===== src/rtl/mandelbrot_pixel_dispatcher_if.sv =====
// Mandelbrot dispatcher bus: the core operand/result handshake plus the
// outgoing pixel stream.
//   master : the dispatcher (drives core operands and the pixel stream)
//   slave  : core + pixel sink (returns escape count/done and pixel ready)
// Signal names keep the dispatcher-side direction suffix so they line up
// with the dispatcher's documented port list.
interface mandelbrot_pixel_dispatcher_if #(
    parameter int DATA_WIDTH     = 32,
    parameter int MAX_ITER_WIDTH = 16
);
    // core side
    logic                      core_start_o;
    logic [DATA_WIDTH-1:0]     core_x0_o;
    logic [DATA_WIDTH-1:0]     core_y0_o;
    logic [MAX_ITER_WIDTH-1:0] core_max_iter_o;
    logic [MAX_ITER_WIDTH-1:0] core_iter_i;
    logic                      core_done_i;
    // pixel stream side
    logic                      pix_valid_o;
    logic                      pix_ready_i;
    logic [MAX_ITER_WIDTH-1:0] pix_iter_o;
    logic                      pix_sof_o;
    logic                      pix_eol_o;

    modport master (
        output core_start_o, core_x0_o, core_y0_o, core_max_iter_o,
        input  core_iter_i, core_done_i,
        output pix_valid_o, pix_iter_o, pix_sof_o, pix_eol_o,
        input  pix_ready_i
    );

    modport slave (
        input  core_start_o, core_x0_o, core_y0_o, core_max_iter_o,
        output core_iter_i, core_done_i,
        input  pix_valid_o, pix_iter_o, pix_sof_o, pix_eol_o,
        output pix_ready_i
    );
endinterface


===== src/rtl/mandelbrot_pixel_dispatcher.sv =====
// Mandelbrot pixel dispatcher: scans a width x height frame in raster order,
// hands each pixel's c = x0 + i*y0 (signed Q8.24) to a single core, waits for
// its escape count and streams it out on a valid/ready pixel interface.
// Ports:
//   clk_i, rst_i           clock, synchronous active-high reset
//   frame_start_i          start a frame (only looked at while idle)
//   x_start_i, y_start_i   c of the top-left pixel
//   step_i                 pixel pitch (x grows right, y shrinks downward)
//   width_i, height_i      frame size in pixels
//   max_iter_i             iteration limit passed to the core
//   busy_o                 frame in progress
//   frame_done_o           one-cycle pulse after the last pixel is accepted
//   bus (master)           core operand/result handshake and pixel stream
module mandelbrot_pixel_dispatcher #(
    parameter int INTEGER_BITS    = 8,
    parameter int FRACTIONAL_BITS = 24,
    parameter int DATA_WIDTH      = INTEGER_BITS + FRACTIONAL_BITS,
    parameter int MAX_ITER_WIDTH  = 16,
    parameter int DIM_WIDTH       = 12
) (
    input  logic                      clk_i,
    input  logic                      rst_i,
    input  logic                      frame_start_i,
    input  logic [DATA_WIDTH-1:0]     x_start_i,
    input  logic [DATA_WIDTH-1:0]     y_start_i,
    input  logic [DATA_WIDTH-1:0]     step_i,
    input  logic [DIM_WIDTH-1:0]      width_i,
    input  logic [DIM_WIDTH-1:0]      height_i,
    input  logic [MAX_ITER_WIDTH-1:0] max_iter_i,
    output logic                      busy_o,
    output logic                      frame_done_o,
    mandelbrot_pixel_dispatcher_if.master bus
);

    typedef enum logic [2:0] {IDLE, ISSUE, WAIT, OUTPUT, DONE} state_t;

    state_t                state;
    logic [DATA_WIDTH-1:0] x_start_q;
    logic [DATA_WIDTH-1:0] step_q;
    logic [DIM_WIDTH-1:0]  width_q;
    logic [DIM_WIDTH-1:0]  height_q;
    logic [DIM_WIDTH-1:0]  col_q;
    logic [DIM_WIDTH-1:0]  row_q;
    logic                  last_col;
    logic                  last_row;

    // width/height are never zero once a frame reaches ISSUE, so the -1 cannot wrap
    assign last_col = (col_q == width_q  - DIM_WIDTH'(1));
    assign last_row = (row_q == height_q - DIM_WIDTH'(1));

    always_ff @(posedge clk_i) begin
        if (rst_i) begin
            state               <= IDLE;
            x_start_q           <= '0;
            step_q              <= '0;
            width_q             <= '0;
            height_q            <= '0;
            col_q               <= '0;
            row_q               <= '0;
            busy_o              <= 1'b0;
            frame_done_o        <= 1'b0;
            bus.core_start_o    <= 1'b0;
            bus.core_x0_o       <= '0;
            bus.core_y0_o       <= '0;
            bus.core_max_iter_o <= '0;
            bus.pix_valid_o     <= 1'b0;
            bus.pix_iter_o      <= '0;
            bus.pix_sof_o       <= 1'b0;
            bus.pix_eol_o       <= 1'b0;
        end else begin
            // both are single-cycle pulses
            bus.core_start_o <= 1'b0;
            frame_done_o     <= 1'b0;
            case (state)
                IDLE: begin
                    if (frame_start_i) begin
                        x_start_q           <= x_start_i;
                        step_q              <= step_i;
                        width_q             <= width_i;
                        height_q            <= height_i;
                        col_q               <= '0;
                        row_q               <= '0;
                        bus.core_x0_o       <= x_start_i;
                        bus.core_y0_o       <= y_start_i;
                        bus.core_max_iter_o <= max_iter_i;
                        busy_o              <= 1'b1;
                        if (width_i == '0 || height_i == '0) begin
                            frame_done_o <= 1'b1;
                            state        <= DONE;
                        end else begin
                            bus.core_start_o <= 1'b1;
                            state            <= ISSUE;
                        end
                    end
                end
                // core_done_i is still the previous pixel's level here; skip it
                ISSUE: state <= WAIT;
                WAIT: begin
                    if (bus.core_done_i) begin
                        bus.pix_iter_o  <= bus.core_iter_i;
                        bus.pix_valid_o <= 1'b1;
                        bus.pix_sof_o   <= (col_q == '0) && (row_q == '0);
                        bus.pix_eol_o   <= last_col;
                        state           <= OUTPUT;
                    end
                end
                OUTPUT: begin
                    if (bus.pix_ready_i) begin
                        bus.pix_valid_o <= 1'b0;
                        bus.pix_sof_o   <= 1'b0;
                        bus.pix_eol_o   <= 1'b0;
                        if (last_col && last_row) begin
                            frame_done_o <= 1'b1;
                            state        <= DONE;
                        end else begin
                            // operands only move here, so they stay put while the core iterates
                            if (last_col) begin
                                col_q         <= '0;
                                row_q         <= row_q + DIM_WIDTH'(1);
                                bus.core_x0_o <= x_start_q;
                                bus.core_y0_o <= bus.core_y0_o - step_q;
                            end else begin
                                col_q         <= col_q + DIM_WIDTH'(1);
                                bus.core_x0_o <= bus.core_x0_o + step_q;
                            end
                            bus.core_start_o <= 1'b1;
                            state            <= ISSUE;
                        end
                    end
                end
                DONE: begin
                    busy_o <= 1'b0;
                    state  <= IDLE;
                end
                default: state <= IDLE;
            endcase
        end
    end

endmodule


===== src/flat_wrapper.sv =====
// flat-port wrapper written by rule: the top's interface ports become plain ports
module mandelbrot_pixel_dispatcher_flat 
#(
    parameter int INTEGER_BITS    = 8,
    parameter int FRACTIONAL_BITS = 24,
    parameter int DATA_WIDTH      = INTEGER_BITS + FRACTIONAL_BITS,
    parameter int MAX_ITER_WIDTH  = 16,
    parameter int DIM_WIDTH       = 12
)
  (clk_i, rst_i, frame_start_i, x_start_i, y_start_i, step_i, width_i, height_i, max_iter_i, busy_o, frame_done_o, bus_core_start_o, bus_core_x0_o, bus_core_y0_o, bus_core_max_iter_o, bus_core_iter_i, bus_core_done_i, bus_pix_valid_o, bus_pix_iter_o, bus_pix_sof_o, bus_pix_eol_o, bus_pix_ready_i);
  mandelbrot_pixel_dispatcher_if #(.DATA_WIDTH(DATA_WIDTH), .MAX_ITER_WIDTH(MAX_ITER_WIDTH)) bus_i ();
  input  logic clk_i;
  input  logic rst_i;
  input  logic frame_start_i;
  input  logic [DATA_WIDTH-1:0] x_start_i;
  input  logic [DATA_WIDTH-1:0] y_start_i;
  input  logic [DATA_WIDTH-1:0] step_i;
  input  logic [DIM_WIDTH-1:0] width_i;
  input  logic [DIM_WIDTH-1:0] height_i;
  input  logic [MAX_ITER_WIDTH-1:0] max_iter_i;
  output logic busy_o;
  output logic frame_done_o;
  output wire logic [$bits(bus_i.core_start_o)-1:0] bus_core_start_o;
  output wire logic [$bits(bus_i.core_x0_o)-1:0] bus_core_x0_o;
  output wire logic [$bits(bus_i.core_y0_o)-1:0] bus_core_y0_o;
  output wire logic [$bits(bus_i.core_max_iter_o)-1:0] bus_core_max_iter_o;
  input wire logic [$bits(bus_i.core_iter_i)-1:0] bus_core_iter_i;
  input wire logic [$bits(bus_i.core_done_i)-1:0] bus_core_done_i;
  output wire logic [$bits(bus_i.pix_valid_o)-1:0] bus_pix_valid_o;
  output wire logic [$bits(bus_i.pix_iter_o)-1:0] bus_pix_iter_o;
  output wire logic [$bits(bus_i.pix_sof_o)-1:0] bus_pix_sof_o;
  output wire logic [$bits(bus_i.pix_eol_o)-1:0] bus_pix_eol_o;
  input wire logic [$bits(bus_i.pix_ready_i)-1:0] bus_pix_ready_i;
  assign bus_core_start_o = bus_i.core_start_o;
  assign bus_core_x0_o = bus_i.core_x0_o;
  assign bus_core_y0_o = bus_i.core_y0_o;
  assign bus_core_max_iter_o = bus_i.core_max_iter_o;
  assign bus_i.core_iter_i = bus_core_iter_i;
  assign bus_i.core_done_i = bus_core_done_i;
  assign bus_pix_valid_o = bus_i.pix_valid_o;
  assign bus_pix_iter_o = bus_i.pix_iter_o;
  assign bus_pix_sof_o = bus_i.pix_sof_o;
  assign bus_pix_eol_o = bus_i.pix_eol_o;
  assign bus_i.pix_ready_i = bus_pix_ready_i;
  mandelbrot_pixel_dispatcher #(.INTEGER_BITS(INTEGER_BITS), .FRACTIONAL_BITS(FRACTIONAL_BITS), .DATA_WIDTH(DATA_WIDTH), .MAX_ITER_WIDTH(MAX_ITER_WIDTH), .DIM_WIDTH(DIM_WIDTH)) u_core (.clk_i(clk_i), .rst_i(rst_i), .frame_start_i(frame_start_i), .x_start_i(x_start_i), .y_start_i(y_start_i), .step_i(step_i), .width_i(width_i), .height_i(height_i), .max_iter_i(max_iter_i), .busy_o(busy_o), .frame_done_o(frame_done_o), .bus(bus_i));
endmodule

===== config.mk =====
export PLATFORM = sky130hd
export DESIGN_NAME = mandelbrot_pixel_dispatcher_flat
export DESIGN_NICKNAME = d
export VERILOG_FILES = /design/src/rtl/mandelbrot_pixel_dispatcher_if.sv /design/src/rtl/mandelbrot_pixel_dispatcher.sv /design/src/flat_wrapper.sv
export SDC_FILE = /design/constraint.sdc
export NUM_CORES = 1
export LEC_CHECK = 0
export BUFFER_PORTS_ARGS = -buffer_cell sky130_fd_sc_hd__buf_4
export CAP_MARGIN = 30
export CORE_MARGIN = 2
export CORE_UTILIZATION = 51
export CTS_CLUSTER_SIZE = 16
export DETAILED_ROUTE_END_ITERATION = 16
export HOLD_SLACK_MARGIN = 0.05
export PLACE_DENSITY_LB_ADDON = 0.05
export SLEW_MARGIN = 20
export SYNTH_ARGS = -nofsm -noshare
export SYNTH_HDL_FRONTEND = slang
export SYNTH_SLANG_ARGS = --single-unit

===== constraint.sdc =====
create_clock -name clk_i -period 2.9 [get_ports clk_i]
set_input_delay 0.145 -clock clk_i [delete_from_list [all_inputs] [get_ports clk_i]]
set_output_delay 0.145 -clock clk_i [all_outputs]
set_load 0.1 [all_outputs]

==> qor.csv, run 1 <==
stage;metric;value;unit
clock_network;CTS tree;yes;
power_and_ir_drop;Pwr per Cell Area;646;nW/um2
clock_network;H-Tree Depth;1;
synth;Async SR Flop Fraction;0;%
route;wire length per cell;18.1;um
critical_path;Setup crit end;u_core.col_q[10];
layout;area of the multi-input gates;8190;um2
layout;most frequent cells in the layout;352 x nand2_1, 339 x buf_4, 223 x a21oi_1, 176 x dfxtp_1, 168 x dlygate4sd3_1;
placed_design;Routability Congestion;0.922;
route;met3 wire length;3.89;mm
timing;Worst slew margin;54.0;%
timing;Worst Tran Pin Value;0.690;ns
timing;unrepaired setup endpoints after global routing;yes;
route;Total Wirelength;45.6;mm
timing;Tmin final;2.88;ns
critical_path;CP max stage cell;or4_4;
clock_network;clock root cell;clkbuf_16;
timing;Fin. Hold Viols;0;
timing;Max Fclk;0.348;GHz
critical_path;CP peak stage delay;0.55;ns
layout;most common cell after layout, fill and taps aside;nand2_1;
timing;Final Setup Violations;0;
critical_path;startpoint types;register;
synth;Synth Area per Inst;7.50;um2
critical_path;setup slack, reg-to-reg;0.02;ns
route;highest routing layer actually used;met4;
clock_network;clock buffer depth;3;
clock_network;CTS Sinks;217;
route;WL met1;20.0;mm
synth;Primary FF master, synth;dfxtp_1;
global_route;vias in the first global route;13000;
floorplan;initial core utilization;51.4;%
critical_path;CP Data Required Time;3.34;ns
synth;dominant cells by area after synthesis;dfxtp_1 34%, nand2_1 10%, a21oi_1 9.0%, ha_1 6.6%, nor2_1 4.0%;
route;WL met2;20.4;mm
timing;Layout Skew;0.0279;ns
synth;sequential area share after synthesis;33.8;%
layout;share of post-route cells with drive strength above 1;23.4;%
critical_path;WP depth;14;
floorplan;Core Area;25000;um2
clock_network;worst skew pair latency;0.55;ns
critical_path;WS Path Type;register to register;
synth;Yosys reg bits;217;
critical_path;FF-to-FF path depth;14;
floorplan;Die H;163;um
timing;fin crit share;99.2;%
critical_path;Buffers & Inverters on Critical Path;4;
clock_network;clk slew on worst S/H paths;0.06;ns
route;drt initial violations;1493;
synth;Post-synth EDFFs;0;
power_and_ir_drop;Overall Power;12.1;mW
critical_path;Arrival @ worst endpoint;3.32;ns
placed_design;# port buffers;258;
synth;Cells after Synth;1712;
critical_path;reg2reg start;u_core.width_q[1];
timing;TNS Setup;0;ns
synth;syn_nets;1939;
critical_path;CP top delay family;simple AND/OR/NAND/NOR gates;
global_route;largest net degree at the start of global routing;106;
power_and_ir_drop;Peak VDD IR;0.562;mV
critical_path;FF-to-FF End;u_core.col_q[10];
route;via/cell ratio;5.64;
floorplan;Die W;163;um
route;via count;14200;
synth;Synth top area share;33.8;%
global_route;antenna violations before repair;1;
placed_design;DPL Wire Length;28.7;mm
critical_path;crit path max fanout;4;
run_status;status;finished clean;
critical_path;worst path cell trace;or4_4 -> nor3b_4 -> mux2i_2 -> nor4_4 -> buf_4 -> o211ai_4 -> nor2_4 -> buf_6 -> o21ai_4 -> buf_4 -> clkbuf_16 -> nand4_1 -> xor2_1 -> nor2_1;
critical_path;CP Capture Type;register;
synth;Netlist cell types;74;
min_path;worst hold path type;input port to register;
route;DRC;0;
global_route;total track usage;31.5;%
layout;Nets;2394;
floorplan;die area;26500;um2
critical_path;worst setup path startpoint;u_core.width_q[1];
layout;Area growth, synth to finish;45.5;%
timing;max-slew violations;0;
layout;register area;4420;um2
route;drt first pass iters;8;
floorplan;cell row count;58;
global_route;Overflow after GRT;0;
clock_network;total CTS buffers;26;
power_and_ir_drop;Lkg Pwr;8.02;nW
flow_run;max cap viols;0;
global_route;first-pass GRT wire length;68.0;mm
synth;top cell type by total area after synthesis;dfxtp_1;
floorplan;IO Pins;259;
critical_path;CP most frequent cell;buf_4;
route;ANT nets after route;0;
layout;Layout fillers;1869;
synth;Yosys warnings;0;
synth;Post-Syn Area;12800;um2
worst min-delay path by stage:
stage / cells after the start / to / start / slack, ns
floorplan: 1 / u_core.state[1] / bus_pix_ready_i / 0.27
global placement: 3 / u_core.bus.pix_iter_o[0] / bus_core_iter_i[0] / 0.39
detailed placement: 3 / u_core.bus.pix_iter_o[8] / bus_core_iter_i[8] / 0.40
CTS: 6 / u_core.bus.core_y0_o[31] / y_start_i[31] / 0.19
global route: 6 / u_core.bus.core_y0_o[31] / y_start_i[31] / 0.23
finish: 6 / u_core.bus.core_y0_o[31] / y_start_i[31] / 0.20
sequential cells by signal (all words and copies together), names as in the netlist, 3 cells and up:
signal / flops
u_core.bus.core_y0_o: 32
u_core.bus.pix_iter_o: 16
u_core.x_start_q: 32
u_core.bus.core_x0_o: 32
u_core.col_q: 12
u_core.width_q: 12
u_core.step_q: 32
u_core.bus.core_max_iter_o: 16
u_core.height_q: 12
u_core.row_q: 12
u_core.state: 3
stage by stage:
step	cells	setup WS, ns	util (%)	cell area [um2]	hold slack [ns]
final	2514	0.0233	74.8	18700	0.201
after global routing	2513	-0.0889	74.8	18700	0.235
after CTS	2485	0.000324	72.2	18000	0.186
after detailed placement	2268	-0.296	61.8	15400	0.403
after global placement	2268	-0.197	61.8	15400	0.390
after floorplan	1712	-0.0111	-	12900	0.269
synthesized netlist by cell type (14+ instances only):
master,instances
a211oi_1,33
nand2_1,352
o21ai_0,67
ha_1,68
and3_1,18
a31oi_1,21
nand4_1,21
inv_1,63
clkbuf_1,81
nand2b_1,14
nor4_1,16
xnor2_1,46
a311oi_1,15
nor3_1,19
o211ai_1,24
a21oi_1,231
nor2_1,137
xor2_1,51
a21o_1,32
dfxtp_1,217
nand3_1,31
power breakdown:
group	internal [mW]	switching [mW]
clock	1.92	1.31
combinational	1.99	3.27
sequential	3.29	0.292
total	7.19	4.87
per-layer routing:
layer | vias to the layer above | track usage [%]
met2 | 607 | 49.5
met1 | 6602 | 44.3
met5 | - | 0
met3 | 84 | 5.98
li1 | 6895 | -
met4 | 0 | 8.53
final cells by class:
class | count | share of cell area (%)
Sequential cell | 217 | 23.7
Tap cell | 330 | 2.21
Clock inverter | 7 | 0.522
Timing Repair Buffer | 527 | 24.6
Multi-Input combinational cell | 1332 | 43.8
Antenna cell | 2 | 0.0268
Clock buffer | 36 | 3.90
Inverter | 63 | 1.27
cell families (layout without fill, tap and decap cells):
group | after synthesis | after routing | share of synthesized area (%)
AOI/OAI and AO/OA | 485 | 487 | 23.0
xor gates and xnor gates | 99 | 99 | 6.92
adders and majority gates | 70 | 70 | 6.94
buffers and inverters | 166 | 633 | 5.38
DFF | 217 | 217 | 33.8
muxes | 11 | 11 | 0.857
other | 0 | 2 | 0
and+or+nand+nor | 664 | 665 | 23.1
repair_timing:
action,in CTS,in global routing
hold buffers,168,0
gates resized for setup,8,73
setup endpoints to repair,56,83
buffers inserted,5,19
gates cloned,1,9
hold endpoints to repair,186,0
pin swaps,5,34
worst reg2reg max path, delay by kind of cell (launching register included):
kind,cells,cell delay [ns]
buffers and inverters,4,0.66
AO/OA/AOI/OAI,2,0.14
flip-flops,1,0.33
multiplexers,1,0.11
AND/OR/NAND/NOR,6,1.37
XOR/XNOR,1,0.16
(Power assumes the default switching activity.)
==> run 2: changes to the inputs <==
--- a/config.mk
+++ b/config.mk
@@ -5,8 +5,10 @@
 export SDC_FILE = /design/constraint.sdc
 export NUM_CORES = 1
 export LEC_CHECK = 0
+export ABC_CLOCK_PERIOD_IN_PS = 2900
 export BUFFER_PORTS_ARGS = -buffer_cell sky130_fd_sc_hd__buf_4
 export CAP_MARGIN = 30
+export CORE_ASPECT_RATIO = 0.7
 export CORE_MARGIN = 2
 export CORE_UTILIZATION = 51
 export CTS_CLUSTER_SIZE = 16
==> qor.csv, run 2 (synthesis results as in run 1) <==
stage;metric;value;unit
clock_network;clock buffer depth;3;
critical_path;CP Data Required Time;3.30;ns
min_path;Worst Hold End;u_core.bus.core_y0_o[31];
timing;Worst slew margin;51.6;%
critical_path;CP Capture Type;register;
critical_path;Arrival @ worst endpoint;3.20;ns
critical_path;CP top delay family;buffers and inverters;
timing;unrepaired setup endpoints after global routing;yes;
timing;Final Setup Violations;0;
global_route;gr busiest metal;met2;
route;drt initial violations;1220;
floorplan;Die W;194;um
critical_path;crit path max fanout;21;
global_route;GR Layer Usage met3;7.20;%
timing;max-slew violations;0;
timing;TNS Setup;0;ns
power_and_ir_drop;Pwr per Cell Area;651;nW/um2
floorplan;Die H;137;um
layout;most frequent cells in the layout;352 x nand2_1, 344 x buf_4, 224 x a21oi_1, 174 x dfxtp_1, 154 x dlygate4sd3_1;
min_path;worst hold path type;input port to register;
critical_path;setup slack, reg-to-reg;0.1;ns
route;Total Wirelength;46.6;mm
critical_path;startpoint types;register;
clock_network;clock root cell;clkbuf_16;
timing;fin crit share;96.6;%
route;via count;14300;
placed_design;DPL Wire Length;31.3;mm
route;via/cell ratio;5.76;
critical_path;WS Path Type;register to register;
critical_path;CP max stage cell;dfxtp_4;
global_route;vias in the first global route;13300;
timing;final worst slack;0.0984;ns
min_path;min-delay src;y_start_i[31];
floorplan;cell row count;48;
clock_network;worst skew pair latency;0.54;ns
critical_path;Buffers & Inverters on Critical Path;6;
clock_network;CTS tree;yes;
global_route;total track usage;33.2;%
global_route;GRT met1 Usage;47.3;%
critical_path;CP most frequent cell;buf_4;
route;ANT nets after route;0;
timing;Fin. Hold Viols;0;
route;drt first pass iters;6;
flow_run;max cap viols;0;
critical_path;FF-to-FF End;u_core.bus.core_y0_o[26];
layout;Nets;2374;
critical_path;CP peak stage delay;0.37;ns
layout;most common cell after layout, fill and taps aside;nand2_1;
layout;Area growth, synth to finish;43.4;%
placed_design;# port buffers;258;
timing;WHS;0.144;ns
power_and_ir_drop;Peak VDD IR;0.673;mV
critical_path;worst path cell trace;inv_2 -> ha_4 -> buf_4 -> nor2b_1 -> a221oi_1 -> a21oi_1 -> nand2_1 -> o2111ai_1 -> buf_4 -> a31oi_1 -> buf_4 -> nor2_4 -> buf_12 -> bufbuf_16 -> a41oi_1 -> o21ai_0;
global_route;antenna violations before repair;0;
placed_design;worst slack, placed;-0.0802;ns
global_route;met2 Use GR;51.2;%
layout;share of post-route cells with drive strength above 1;24.0;%
clock_network;total CTS buffers;23;
timing;Max Fclk;0.357;GHz
route;wire length per cell;18.7;um
min_path;worst hold path stage count;6;
timing;Layout Skew;0.0305;ns
floorplan;die area;26500;um2
global_route;Overflow after GRT;0;
power_and_ir_drop;Lkg Pwr;7.90;nW
timing;Worst Tran Pin Value;0.726;ns
route;DRC;0;
run_status;status;finished clean;
critical_path;reg2reg start;u_core.height_q[1];
clock_network;clk slew on worst S/H paths;0.06;ns
global_route;largest net degree at the start of global routing;106;
critical_path;FF-to-FF path depth;16;
global_route;first-pass GRT wire length;71.1;mm
clock_network;H-Tree Depth;1;
floorplan;IO Pins;259;
clock_network;CTS Sinks;217;
timing;Tmin final;2.80;ns
layout;fin util;74.6;%
placed_design;Routability Congestion;0.951;
floorplan;Core Area;24700;um2
floorplan;initial core utilization;52.0;%
## run 2: changes by cell type in the layout (fill, tap and decap cells not counted), sizes merged
cell / before / now
clkbuf: 41 / 33
clkinvlp: 0 / 1
buf: 354 / 358
dlygate4sd3: 168 / 154
o21a: 9 / 7
nor2: 140 / 139
diode: 2 / 1
bufbuf: 0 / 1
bufinv: 2 / 1
## run 2: metal layers
layer	up-vias	share of wire [%]	wire (um)
li1	6856	-	-
met1	6751	45	20800
met2	633	44	20400
met3	82	9.5	4410
met4	0	2.3	1070
met5	-	0	0
## run 2: through the flow
step | cell area, um2 | total power [mW] | instances
3_5_place_dp | 15600 | 8.35 | 2276
3_3_place_gp | 15600 | 8.26 | 2276
4_1_cts | 18000 | 11.7 | 2474
2_1_floorplan | 12900 | 7.00 | 1712
5_1_grt | 18400 | 12.5 | 2487
6_report | 18400 | 12.0 | 2488
## run 2: layout make-up
type	count	area [um2]
Multi-Input combinational cell	1329	8170
Fill cell	1856	6260
Sequential cell	217	4420
Timing Repair Buffer	513	4400
Clock buffer	33	716
Tap cell	325	407
Inverter	63	236
Clock inverter	7	66.3
Antenna cell	1	2.50
## run 2: timing repair
action                                  in CTS  in global routing
hold buffers                               154                  0
pin swaps                                   10                 31
resized for setup                           16                 65
gates cloned                                 2                  1
endpoints found under the setup margin      25                 87
buffers inserted                             2                 12
hold endpoints to repair                   180                  0
## run 2: worst register-to-register path, stage by stage, from the launching register on
cell and delay, ns:
dfxtp_4 0.37, inv_2 0.05, ha_4 0.16, buf_4 0.15, nor2b_1 0.14, a221oi_1 0.27, a21oi_1 0.07, nand2_1 0.10
o2111ai_1 0.12, buf_4 0.19, a31oi_1 0.14, buf_4 0.17, nor2_4 0.04, buf_12 0.14, bufbuf_16 0.29, a41oi_1 0.19
o21ai_0 0.10
## run 2: worst max path at each step
stage	startpoint	endpoint	slack, ns	cells past startpoint
floorplan	u_core.bus.core_y0_o[0]	u_core.bus.core_y0_o[24]	-0.01	13
global placement	u_core.step_q[0]	u_core.bus.core_x0_o[28]	-0.06	13
detailed placement	u_core.step_q[0]	u_core.bus.core_x0_o[28]	-0.08	13
CTS	u_core.step_q[0]	u_core.bus.core_x0_o[28]	-0.01	13
global route	u_core.height_q[3]	u_core.row_q[10]	-0.04	16
finish	u_core.height_q[1]	u_core.bus.core_y0_o[26]	0.1	16
## run 2: report_power, final
| group | internal, mW | total (mW) | switching, mW |
|---|---|---|---|
| registers | 3.29 | 3.59 | 0.299 |
| clock network | 1.80 | 3.09 | 1.29 |
| logic | 1.98 | 5.31 | 3.33 |
